## src/rtl/fp_cust_issuer.sv

```systemverilog
// Initiator side of the multicycle FP custom-instruction interface.
// Takes commands from a valid/ready stream, runs the slave handshake with a watchdog, and returns the result.
module fp_cust_issuer #(
  parameter int unsigned TIMEOUT_CYCLES = 16,
  parameter logic [1:0]  ADD_OPCODE     = 2'd0,
  parameter logic [1:0]  SUB_OPCODE     = 2'd1,
  parameter logic [1:0]  MUL_OPCODE     = 2'd2
) (
  input  logic        clk,
  input  logic        reset,
  input  logic        cmd_valid,
  output logic        cmd_ready,
  input  logic [1:0]  cmd_op,
  input  logic [31:0] cmd_a,
  input  logic [31:0] cmd_b,
  output logic        rsp_valid,
  input  logic        rsp_ready,
  output logic [31:0] rsp_data,
  output logic        rsp_err,
  output logic        busy,
  output logic [31:0] ci_dataa,
  output logic [31:0] ci_datab,
  output logic [1:0]  ci_n,
  output logic        ci_start,
  output logic        ci_clk_en,
  input  logic [31:0] ci_result,
  input  logic        ci_done
);

  typedef enum logic [1:0] {
    S_IDLE  = 2'd0,
    S_ISSUE = 2'd1,
    S_WAIT  = 2'd2,
    S_RESP  = 2'd3
  } state_t;

  localparam logic [4:0] TIMEOUT_VAL = 5'(TIMEOUT_CYCLES);
  localparam logic [4:0] TIMER_MAX   = 5'h1F;

  state_t      r_state;
  state_t      w_state_nxt;
  logic [31:0] r_dataa;
  logic [31:0] r_datab;
  logic [1:0]  r_n;
  logic [31:0] r_rsp_data;
  logic        r_rsp_err;
  logic [4:0]  r_timer;
  logic [4:0]  w_timer_inc;
  logic        w_op_legal;
  logic        w_cmd_hs;
  logic        w_timeout;

  assign w_op_legal  = (cmd_op == ADD_OPCODE) || (cmd_op == SUB_OPCODE) || (cmd_op == MUL_OPCODE);
  assign w_cmd_hs    = cmd_valid && (r_state == S_IDLE);
  assign w_timeout   = (r_timer >= TIMEOUT_VAL);
  assign w_timer_inc = (r_timer == TIMER_MAX) ? r_timer : r_timer + 5'd1;

  always_ff @(posedge clk or posedge reset) begin
    if (reset) begin
      r_state <= S_IDLE;
    end else begin
      r_state <= w_state_nxt;
    end
  end

  // NOTE: every combinational output gets a default first so no path can infer a latch.
  always_comb begin
    w_state_nxt = r_state;
    cmd_ready   = 1'b0;
    rsp_valid   = 1'b0;
    busy        = 1'b1;
    ci_start    = 1'b0;
    ci_clk_en   = 1'b0;
    unique case (r_state)
      S_IDLE: begin
        cmd_ready = 1'b1;
        busy      = 1'b0;
        if (w_cmd_hs) begin
          w_state_nxt = w_op_legal ? S_ISSUE : S_RESP;
        end
      end
      S_ISSUE: begin
        ci_start    = 1'b1;
        ci_clk_en   = 1'b1;
        w_state_nxt = ci_done ? S_RESP : S_WAIT;
      end
      S_WAIT: begin
        ci_clk_en = 1'b1;
        if (ci_done || w_timeout) begin
          w_state_nxt = S_RESP;
        end
      end
      S_RESP: begin
        rsp_valid = 1'b1;
        if (rsp_ready) begin
          w_state_nxt = S_IDLE;
        end
      end
      default: w_state_nxt = S_IDLE;
    endcase
  end

  // Operands stay on the slave bus after capture until the next command replaces them.
  // NOTE: sequential state uses non-blocking assignments so every register samples pre-edge values.
  always_ff @(posedge clk or posedge reset) begin
    if (reset) begin
      r_dataa    <= '0;
      r_datab    <= '0;
      r_n        <= '0;
      r_rsp_data <= '0;
      r_rsp_err  <= 1'b0;
      r_timer    <= '0;
    end else begin
      unique case (r_state)
        S_IDLE: begin
          if (w_cmd_hs) begin
            r_n     <= cmd_op;
            r_dataa <= cmd_a;
            r_datab <= cmd_b;
            r_timer <= 5'd1;
            if (!w_op_legal) begin
              r_rsp_data <= '0;
              r_rsp_err  <= 1'b1;
            end
          end
        end
        S_ISSUE: begin
          if (ci_done) begin
            r_rsp_data <= ci_result;
            r_rsp_err  <= 1'b0;
          end else begin
            r_timer <= w_timer_inc;
          end
        end
        S_WAIT: begin
          // A done arriving in the timeout cycle still wins.
          if (ci_done) begin
            r_rsp_data <= ci_result;
            r_rsp_err  <= 1'b0;
          end else if (w_timeout) begin
            r_rsp_data <= '0;
            r_rsp_err  <= 1'b1;
          end else begin
            r_timer <= w_timer_inc;
          end
        end
        default: ;
      endcase
    end
  end

  assign ci_dataa = r_dataa;
  assign ci_datab = r_datab;
  assign ci_n     = r_n;
  assign rsp_data = r_rsp_data;
  assign rsp_err  = r_rsp_err;

endmodule

```

## config.mk

```make
export PLATFORM = sky130hd
export DESIGN_NAME = fp_cust_issuer
export DESIGN_NICKNAME = d
export VERILOG_FILES = /design/src/rtl/fp_cust_issuer.sv
export SDC_FILE = /design/constraint.sdc
export NUM_CORES = 1
export LEC_CHECK = 0
export ABC_AREA = 1
export CORE_MARGIN = 4
export CORE_UTILIZATION = 35
export CTS_BUF_LIST = sky130_fd_sc_hd__clkbuf_2
export CTS_CLUSTER_SIZE = 40
export DETAILED_ROUTE_END_ITERATION = 10
export PLACE_DENSITY = 0.77
export SLEW_MARGIN = 10
export SYNTH_ARGS = -nofsm -noshare
export SYNTH_HDL_FRONTEND = slang
export SYNTH_SLANG_ARGS = --single-unit
```

## constraint.sdc

```tcl
create_clock -name clk -period 3.98 [get_ports clk]
set_input_delay 0.597 -clock clk [delete_from_list [all_inputs] [get_ports clk]]
set_output_delay 0.597 -clock clk [all_outputs]
set_load 0.03 [all_outputs]
```

# Word-level counts from Yosys, hierarchy flattened
# Cells that the tools add are included.
[word_totals] regBits=106 elab_cells=65 out_inout_bits=104
[classes] mux=29 n_eq_ne=15 magnitude_cmp=1 n_addsub=1 n_reduce_logical=12
[op_table] cell="32-bit 2-to-1 mux" count=5
[op_table] cell="32-bit one-hot mux with 3 select lines" count=1
[op_table] cell="5-bit 2-to-1 mux" count=5
[op_table] cell="2-bit inequality test, second input constant" count=8
[op_table] cell="5-bit one-hot mux with 3 select lines" count=1
[op_table] cell="1-bit 2-to-1 mux" count=11
[op_table] cell="5-bit AND reduction" count=2
[op_table] cell="2-bit 2-to-1 mux" count=4
[op_table] cell="2-bit one-hot mux with 4 select lines" count=1
[op_table] cell="2-bit equality test, second input constant" count=3
[op_table] cell="5-bit by 1-bit adder with 5-bit output, second input constant" count=1
[op_table] cell="5-bit equality test, second input constant" count=1
[op_table] cell="5-bit greater-or-equal comparator, second input constant" count=1
[op_table] cell="2-bit by 1-bit equality test with 1-bit output, second input constant" count=2
[op_table] cell="2-bit logical NOT" count=2
[op_table] cell="1-bit logical OR" count=3
[op_table] cell="3-bit inequality test, second input constant" count=1
[op_table] cell="1-bit one-hot mux with 3 select lines" count=1
[op_table] cell="3-bit AND reduction" count=1
[op_table] cell="3-bit nonzero test" count=1
[op_table] cell="2-bit AND reduction" count=1
[op_table] cell="2-bit OR reduction" count=1
[op_table] cell="1-bit logical AND" count=1

# Logic depth before layout (Yosys ltp)
# Gate-level depths: netlist of run 1.
[depth] depth_word=6 ltp_mapped=11

# Worst setup path before layout of run 1
# No wires, ideal clock.
[synth_path] path_kind="register to register" from="register r_state[0]" to="register r_dataa[0] (netlist: ci_dataa[0])" setup_slack_ps=2146 t_arrival_ps=1709 period_less_slack_ps=1834 setup_time_ps=125 required_ps=3855 path_buffers=2 stages_incl_launch_ff=7 path_cell_list="dfrtp_1 > inv_1 > ha_1 > nand2_1 > buf_4 > buf_6 > mux2_4"
[synth_via] elab_chain_cells=3
[synth_rtl] item="from (decl)" line="40" rtl="state_t r_state;"
[synth_rtl] item="from (signal assigned)" line="62" rtl="r_state <= w_state_nxt;"
[synth_rtl] item="2-bit logical NOT (*)" line="54, 114"
[synth_rtl] item="1-bit logical AND" line="54" rtl="assign w_cmd_hs = cmd_valid && (r_state == S_IDLE);"
[synth_rtl] item="2-bit AND reduction (no line) (*)"
[synth_rtl] item="to (signal assigned)" line="118" rtl="r_dataa <= cmd_a;"
[synth_rtl] item="to (decl)" line="42" rtl="logic [31:0] r_dataa;"
# Every way passes the cells marked *; elsewhere a longest branch is shown, timed or not.
# A chain may end at the register's enable or synchronous reset.

# Worst setup path after layout of run 1
[layout_path] from="register r_state[0]" to="output port cmd_ready"
[layout_via] elab_chain_cells=2
[layout_rtl] item="2-bit logical NOT" line="74" rtl="unique case (r_state)"
[layout_rtl] item="1-bit 2-to-1 mux" line="74"
[layout_rtl] item="to (decl)" line="12" rtl="output logic cmd_ready,"
# Every way passes these cells.

==> results of run 1 <==
-- power by group through the flow --
stage	clock network (mW)	logic, mW	registers [mW]
detailed placement	0	3.52	1.78
finish	0.489	3.50	1.75
CTS	0.516	3.54	1.75
global placement	0	3.45	1.75
floorplan	0	1.48	2.55
global route	0.568	3.74	1.81
-- worst register-to-register path, delay by kind of cell (launching register included) --
kind                     cells  cell delay, ns
AND/OR/NAND/NOR              5            1.32
flip-flops                   1            0.52
buffers and inverters        2            0.49
adder cells (fa/ha/maj)      1            0.33
-- metal layers --
| metal | track usage (%) | routed length, µm |
|---|---|---|
| met1 | 19.2 | 5050 |
| met2 | 27.5 | 6110 |
| met3 | 3.68 | 946 |
| met4 | 6.09 | 231 |
| met5 | 0 | 0 |
-- logic make-up after synthesis --
logic type	after synthesis
muxes	66
buffers and inverters	36
adders and majority gates	7
AOI/OAI and AO/OA	10
and+or+nand+nor	209
DFF	106
-- metrics by stage --
step / setup WS, ns / total power, mW
after floorplan: 0.594 / 4.03
after global placement: 1.09 / 5.20
after detailed placement: 0.962 / 5.30
after CTS: 1.04 / 5.81
after global routing: 0.980 / 6.12
final: 1.14 / 5.73
-- path summary, 6_finish.rpt --
check | startpoint | end | slack [ns]
min in group clk | rsp_data[28] | rsp_data[28] | 0.51
max in group asynchronous | reset | ci_dataa[3] | 2.79
worst min-delay path | reset | rsp_data[23] | 0.46
worst max register to register | r_state[0] | rsp_data[31] | 1.26
worst min register to register | rsp_data[28] | rsp_data[28] | 0.51
worst max-delay path | r_state[0] | cmd_ready | 1.14
-- cells in the final DEF, fill, tap and decap left out --
master,synthesis,routed
sky130_fd_sc_hd__bufinv_16,0,1
sky130_fd_sc_hd__nand2_1,130,129
sky130_fd_sc_hd__inv_2,1,1
sky130_fd_sc_hd__buf_12,0,1
sky130_fd_sc_hd__o21ai_0,8,8
sky130_fd_sc_hd__inv_6,0,1
sky130_fd_sc_hd__nand4_1,1,1
sky130_fd_sc_hd__clkinv_4,0,1
sky130_fd_sc_hd__nor2_2,1,1
sky130_fd_sc_hd__mux2_2,26,26
sky130_fd_sc_hd__ha_1,7,7
sky130_fd_sc_hd__dfrtp_1,106,106
sky130_fd_sc_hd__inv_1,12,11
sky130_fd_sc_hd__a21oi_2,0,1
sky130_fd_sc_hd__buf_4,1,3
sky130_fd_sc_hd__clkbuf_2,0,11
sky130_fd_sc_hd__nand2_4,0,1
sky130_fd_sc_hd__clkinv_2,0,1
sky130_fd_sc_hd__mux2_4,40,40
sky130_fd_sc_hd__nand3b_1,1,1
sky130_fd_sc_hd__a21oi_1,2,1
sky130_fd_sc_hd__nand3_1,37,37
sky130_fd_sc_hd__inv_4,0,1
sky130_fd_sc_hd__clkdlybuf4s50_1,0,206
sky130_fd_sc_hd__nor2_1,39,39
-- state kept, by name, summed over array words and instances (netlist names) --
register  flops
r_state       2
rsp_err       1
ci_n          2
ci_dataa     32
rsp_data     32
ci_datab     32
r_timer       5
-- area by class of cell --
class	instances	area, µm²
clock buffer	11	55.1
clock inverter	4	52.6
fill	1139	6170
inverter	13	51.3
multi-input combinational	292	1880
sequential	106	2650
tap	176	220
timing repair buffer	210	2100
==> results.yml, run 1 <==
final_layout:
  area_growth_pct: 49.0
  finish.net_count: 742
  final_cell_area_um2: 7020
  layout-drive-gt1-share_pct: 14.2
  instances_no_fill: 812
  finalCoreUtilization_pct: 53.2
  num_antenna_cells: 0
cts:
  cts_tree: "yes"
  clkTransAtPathRegs_ns: 0.26
  cts.repair_timing.setup_buffer_count: 0
  cts_buffers: 9
  htree_levels: 3
  cts-root-to-sink-buffers: 2
  worstSkewPairLatency_ns: 0.55
  cts_resized: 0
  cts-hold-fix-buffers: 0
  clk_root_buffer_cell: "sky130_fd_sc_hd__clkbuf_2"
  numClockSinks: 106
synthesis:
  synth_area_leaders: "sky130_fd_sc_hd__dfrtp_1, sky130_fd_sc_hd__mux2_4, sky130_fd_sc_hd__nand2_1, sky130_fd_sc_hd__mux2_2, sky130_fd_sc_hd__nand3_1"
  synth.avg_cell_area_um2: 10.9
  largest_area_contributor_in_the_synthesized_netlist: "sky130_fd_sc_hd__dfrtp_1"
  synth_compound_gate_area_share_pct: 1.06
  synthXorXnorAreaFrac_pct: 0
  multiplexer_fraction_of_the_synthesized_cell_area_pct: 19.0
  post_synth_and_or_nand_nor_area_fraction_pct: 17.8
  synthTopCellsByCount: "sky130_fd_sc_hd__nand2_1, sky130_fd_sc_hd__dfrtp_1, sky130_fd_sc_hd__mux2_4"
  synth_cell_types: 18
  yosys.area_share.adder_pct: 1.86
  postSynth.asyncResetShare_pct: 100
  syn-instance-count: 434
  yosys_register_bits: 106
  synth.cell_area_um2: 4710
  synth_seq_area_share_pct: 56.3
  synth-main-ff-cell: "sky130_fd_sc_hd__dfrtp_1"
  netlist.area_leader.share_pct: 56.3
  synth.net_count: 544
  synth_top_family_by_area: "multiplexers"
  synth_edf_count: 0
  synth_most_common_cell: "sky130_fd_sc_hd__nand2_1"
  yosys_warnings: 0
sta:
  hold_slack_ns: 0.463
  slew_headroom_pct: 25.2
  fin_setup_tns_ns: 0
  fmaxAchievable_mhz: 352
  setup-violations-final: 0
  finalWorstPathRequiredPeriod_ns: 2.84
  final.period_utilization_pct: 71.4
  timing_max_transition_violations_final: 0
  final_hold_viol_count: 0
  finalClockSkew_ns: 0.0291
  setup_repair_after_global_routing_missed_its_margin: "no"
  max_slew.worst_pin.slew_ns: 1.12
route:
  detail_route.wirelength_mm: 12.3
  detailedRoute.firstIterationViolations: 157
  drtPass1Iterations: 4
  route.vias.total: 3772
  drc: 0
  antenna_violating_nets_post_route: 0
  post_drt_wl_per_cell_um: 15.2
  via_per_inst: 4.65
placement:
  dpl_cell_area_um2: 6910
  globalplace.congestion: 0.779
  buffer_ports.inserted: 206
  dpl.cell_count: 797
  post-dp-hpwl_mm: 9.26
setup_path:
  cp_data_required_time_ns: 3.38
  worstSetupEndpointType: "output pin"
  max_stage_delay_ns: 0.74
  crit_path_top_delay_cell: "sky130_fd_sc_hd__clkdlybuf4s50_1"
  critPathBufInv: 2
  rr_worst_depth: 8
  ordered_cell_list_for_the_critical_path: "inv_1 > ha_1 > clkdlybuf4s50_1"
  worstSetupPathDepth: 3
  worstSetupPathType: "flip-flop to output pin"
  worst_setup_path_start_kind: "flip-flop"
  worst-path-max-fanout: 8
  crit_family: "buffers and inverters"
  arr_time_crit_path_ns: 2.25
power_and_ir_drop:
  internal-power_mw: 3.18
  clock_power_share_pct: 8.5
  netSwitchingFraction_pct: 44.6
  power_frac_comb_pct: 61.0
  switching_power_mw: 2.56
  irDropWorstVdd_uv: 770
  power.density_nw_per_um2: 817
  p_leak_nw: 3.30
  share_seq_of_total_power_pct: 30.5
floorplan:
  die_width_um: 124
  design.portCount: 207
  placeable_core_region_um2: 13200
  initial_utilization_pct: 35.7
  number_of_rows_created_at_floorplan: 42
  die_h_um: 124
  die_area_um2: 15400
grt:
  grt_start_max_net_pins: 67
  grt_first_pass_wirelength_mm: 19.2
  antenna_found_initial: 0
  grt.overflow.total: 0
  groute.usage.overall_pct: 15.9
  vias_in_the_first_global_route: 3822
run:
  max_cap_viol_count: 0
hold_path:
  hold_path_class: "input pin to asynchronous set/reset pin"
run_status:
  run_status: "finished, final reports clean"
Power figures use the tool's default switching activity.
==> run 2: changes to the inputs <==
==> constraint.sdc (replaced) <==
create_clock -name clk -period 2.9 [get_ports clk]
set_input_delay 0.435 -clock clk [delete_from_list [all_inputs] [get_ports clk]]
set_output_delay 0.435 -clock clk [all_outputs]
set_load 0.03 [all_outputs]
==> run 2 against run 1 <==
- register-to-register slack got worse by 0.52 ns
- utilization hardly changed
- hold slack worse by 0.13 ns
- combinational power grew 38%
- die area unchanged
- design area hardly changed
- non-clock buffer count up 3
==> results.yml, run 2 (same netlist as run 1, synthesis figures left out) <==
final_layout:
  final_cell_area_um2: 7020
  layout-drive-gt1-share_pct: 14.1
  num_antenna_cells: 0
  finish.net_count: 745
  area_growth_pct: 49.1
  layout_common_cells: "sky130_fd_sc_hd__clkdlybuf4s50_1, sky130_fd_sc_hd__nand2_1, sky130_fd_sc_hd__dfrtp_1, sky130_fd_sc_hd__mux2_4, sky130_fd_sc_hd__nor2_1"
  layout.cells.most_common: "sky130_fd_sc_hd__clkdlybuf4s50_1"
  nFillCells: 1134
cts:
  clk_root_buffer_cell: "sky130_fd_sc_hd__clkbuf_2"
  clkTransAtPathRegs_ns: 0.27
  worstSkewPairLatency_ns: 0.59
  cts_tree: "yes"
  cts-root-to-sink-buffers: 2
  htree_levels: 3
  numClockSinks: 106
  cts-hold-fix-buffers: 0
  cts_buffers: 9
placement:
  buffer_ports.inserted: 206
  post-dp-hpwl_mm: 9.22
  post-place-ws_ns: 0.638
  dpl_cell_area_um2: 6950
  globalplace.congestion: 0.820
grt:
  vias_in_the_first_global_route: 3904
  grt_start_max_net_pins: 107
  groute.usage.overall_pct: 16.3
  grt_first_pass_wirelength_mm: 19.6
  antenna_found_initial: 0
  grt.overflow.total: 0
setup_path:
  arr_time_crit_path_ns: 2.28
  worst-path-max-fanout: 8
  worstSetupEndpointType: "output pin"
  worstSetupPathType: "flip-flop to output pin"
  startpoint: "r_state[1]"
  worst_r2r_startpoint: "r_state[1]"
  cp_data_required_time_ns: 2.47
  worst_setup_path_start_kind: "flip-flop"
sta:
  setup-violations-final: 0
  max_slew.worst_pin.slew_ns: 0.556
  worst_case_setup_margin_in_the_final_layout_ns: 0.189
  final_hold_viol_count: 0
  final.period_utilization_pct: 93.5
  slew_headroom_pct: 62.9
  timing_max_transition_violations_final: 0
  fmaxAchievable_mhz: 369
  setup_repair_after_global_routing_missed_its_margin: "no"
  finalClockSkew_ns: 0.0268
  fin_setup_tns_ns: 0
  finalWorstPathRequiredPeriod_ns: 2.71
floorplan:
  design.portCount: 207
  initial_utilization_pct: 35.7
  die_width_um: 124
  number_of_rows_created_at_floorplan: 42
  die_h_um: 124
  die_area_um2: 15400
  placeable_core_region_um2: 13200
power_and_ir_drop:
  p_total_mw: 7.81
  p_leak_nw: 3.31
  power.density_nw_per_um2: 1110
  irDropWorstVdd_uv: 371
route:
  detailedRoute.firstIterationViolations: 341
  post_drt_wl_per_cell_um: 15.5
  drtPass1Iterations: 4
  via_per_inst: 4.65
  antenna_violating_nets_post_route: 0
  drc: 0
  route.vias.total: 3797
  detail_route.wirelength_mm: 12.6
run:
  max_cap_viol_count: 0
run_status:
  run_status: "finished, final reports clean"
hold_path:
  hold_path_class: "input pin to asynchronous set/reset pin"
run 2: report_power, final:
| part | switching [mW] | total [mW] | internal, mW |
|---|---|---|---|
| Combinational | 2.73 | 4.84 | 2.11 |
| Clock | 0.459 | 0.561 | 0.102 |
| Sequential | 0.350 | 2.42 | 2.07 |
| Total | 3.54 | 7.81 | 4.28 |
run 2: final cells by class:
cell class,count,area [µm²],share of cell area (%)
repair buffers,213,2140,30.5
inverters,13,52.6,0.748
clock inverters,6,23.8,0.338
multi-input cells,292,1880,26.8
flip-flops and latches,106,2650,37.8
clock buffers,10,50.0,0.713
well taps,176,220,3.14
run 2: what timing repair did:
action,4_1_cts,5_1_grt
setup buffers,0,0
endpoints found under the setup margin,0,2
resized for setup,0,2
run 2: per-stage QoR:
stage / hold slack [ns] / std cells / util [%]
floorplan: 0.471 / 434 / -
global placement: 0.457 / 800 / 52.7
detailed placement: 0.462 / 800 / 52.7
CTS: 0.296 / 816 / 53.2
global route: 0.324 / 816 / 53.3
finish: 0.331 / 816 / 53.3
run 2: critical path, stage by stage (launching register included):
cell and delay, ns:
sky130_fd_sc_hd__dfrtp_1 0.50, sky130_fd_sc_hd__inv_1 0.10, sky130_fd_sc_hd__ha_1 0.31, sky130_fd_sc_hd__inv_1 0.08, sky130_fd_sc_hd__clkdlybuf4s50_1 0.68
run 2: path summary, 6_finish.rpt:
kind / end / cells past startpoint / slack [ns]
min in group clk: ci_dataa[7] / 2 / 0.43
max in group asynchronous: rsp_data[21] / 3 / 2.17
max reg2reg: rsp_data[28] / 9 / 0.74
min reg2reg: rsp_data[29] / 2 / 0.51
min: ci_dataa[14] / 3 / 0.33
max: busy / 4 / 0.19
run 2: layer usage:
metal  GRT usage, %  vias to the layer above  share of wire [%]
li1               -                     1807                  -
met1           19.6                     1791                 40
met2           26.3                      181                 47
met3           6.22                       18                 12
met4           6.64                        0                1.8
met5              0                        -                  0
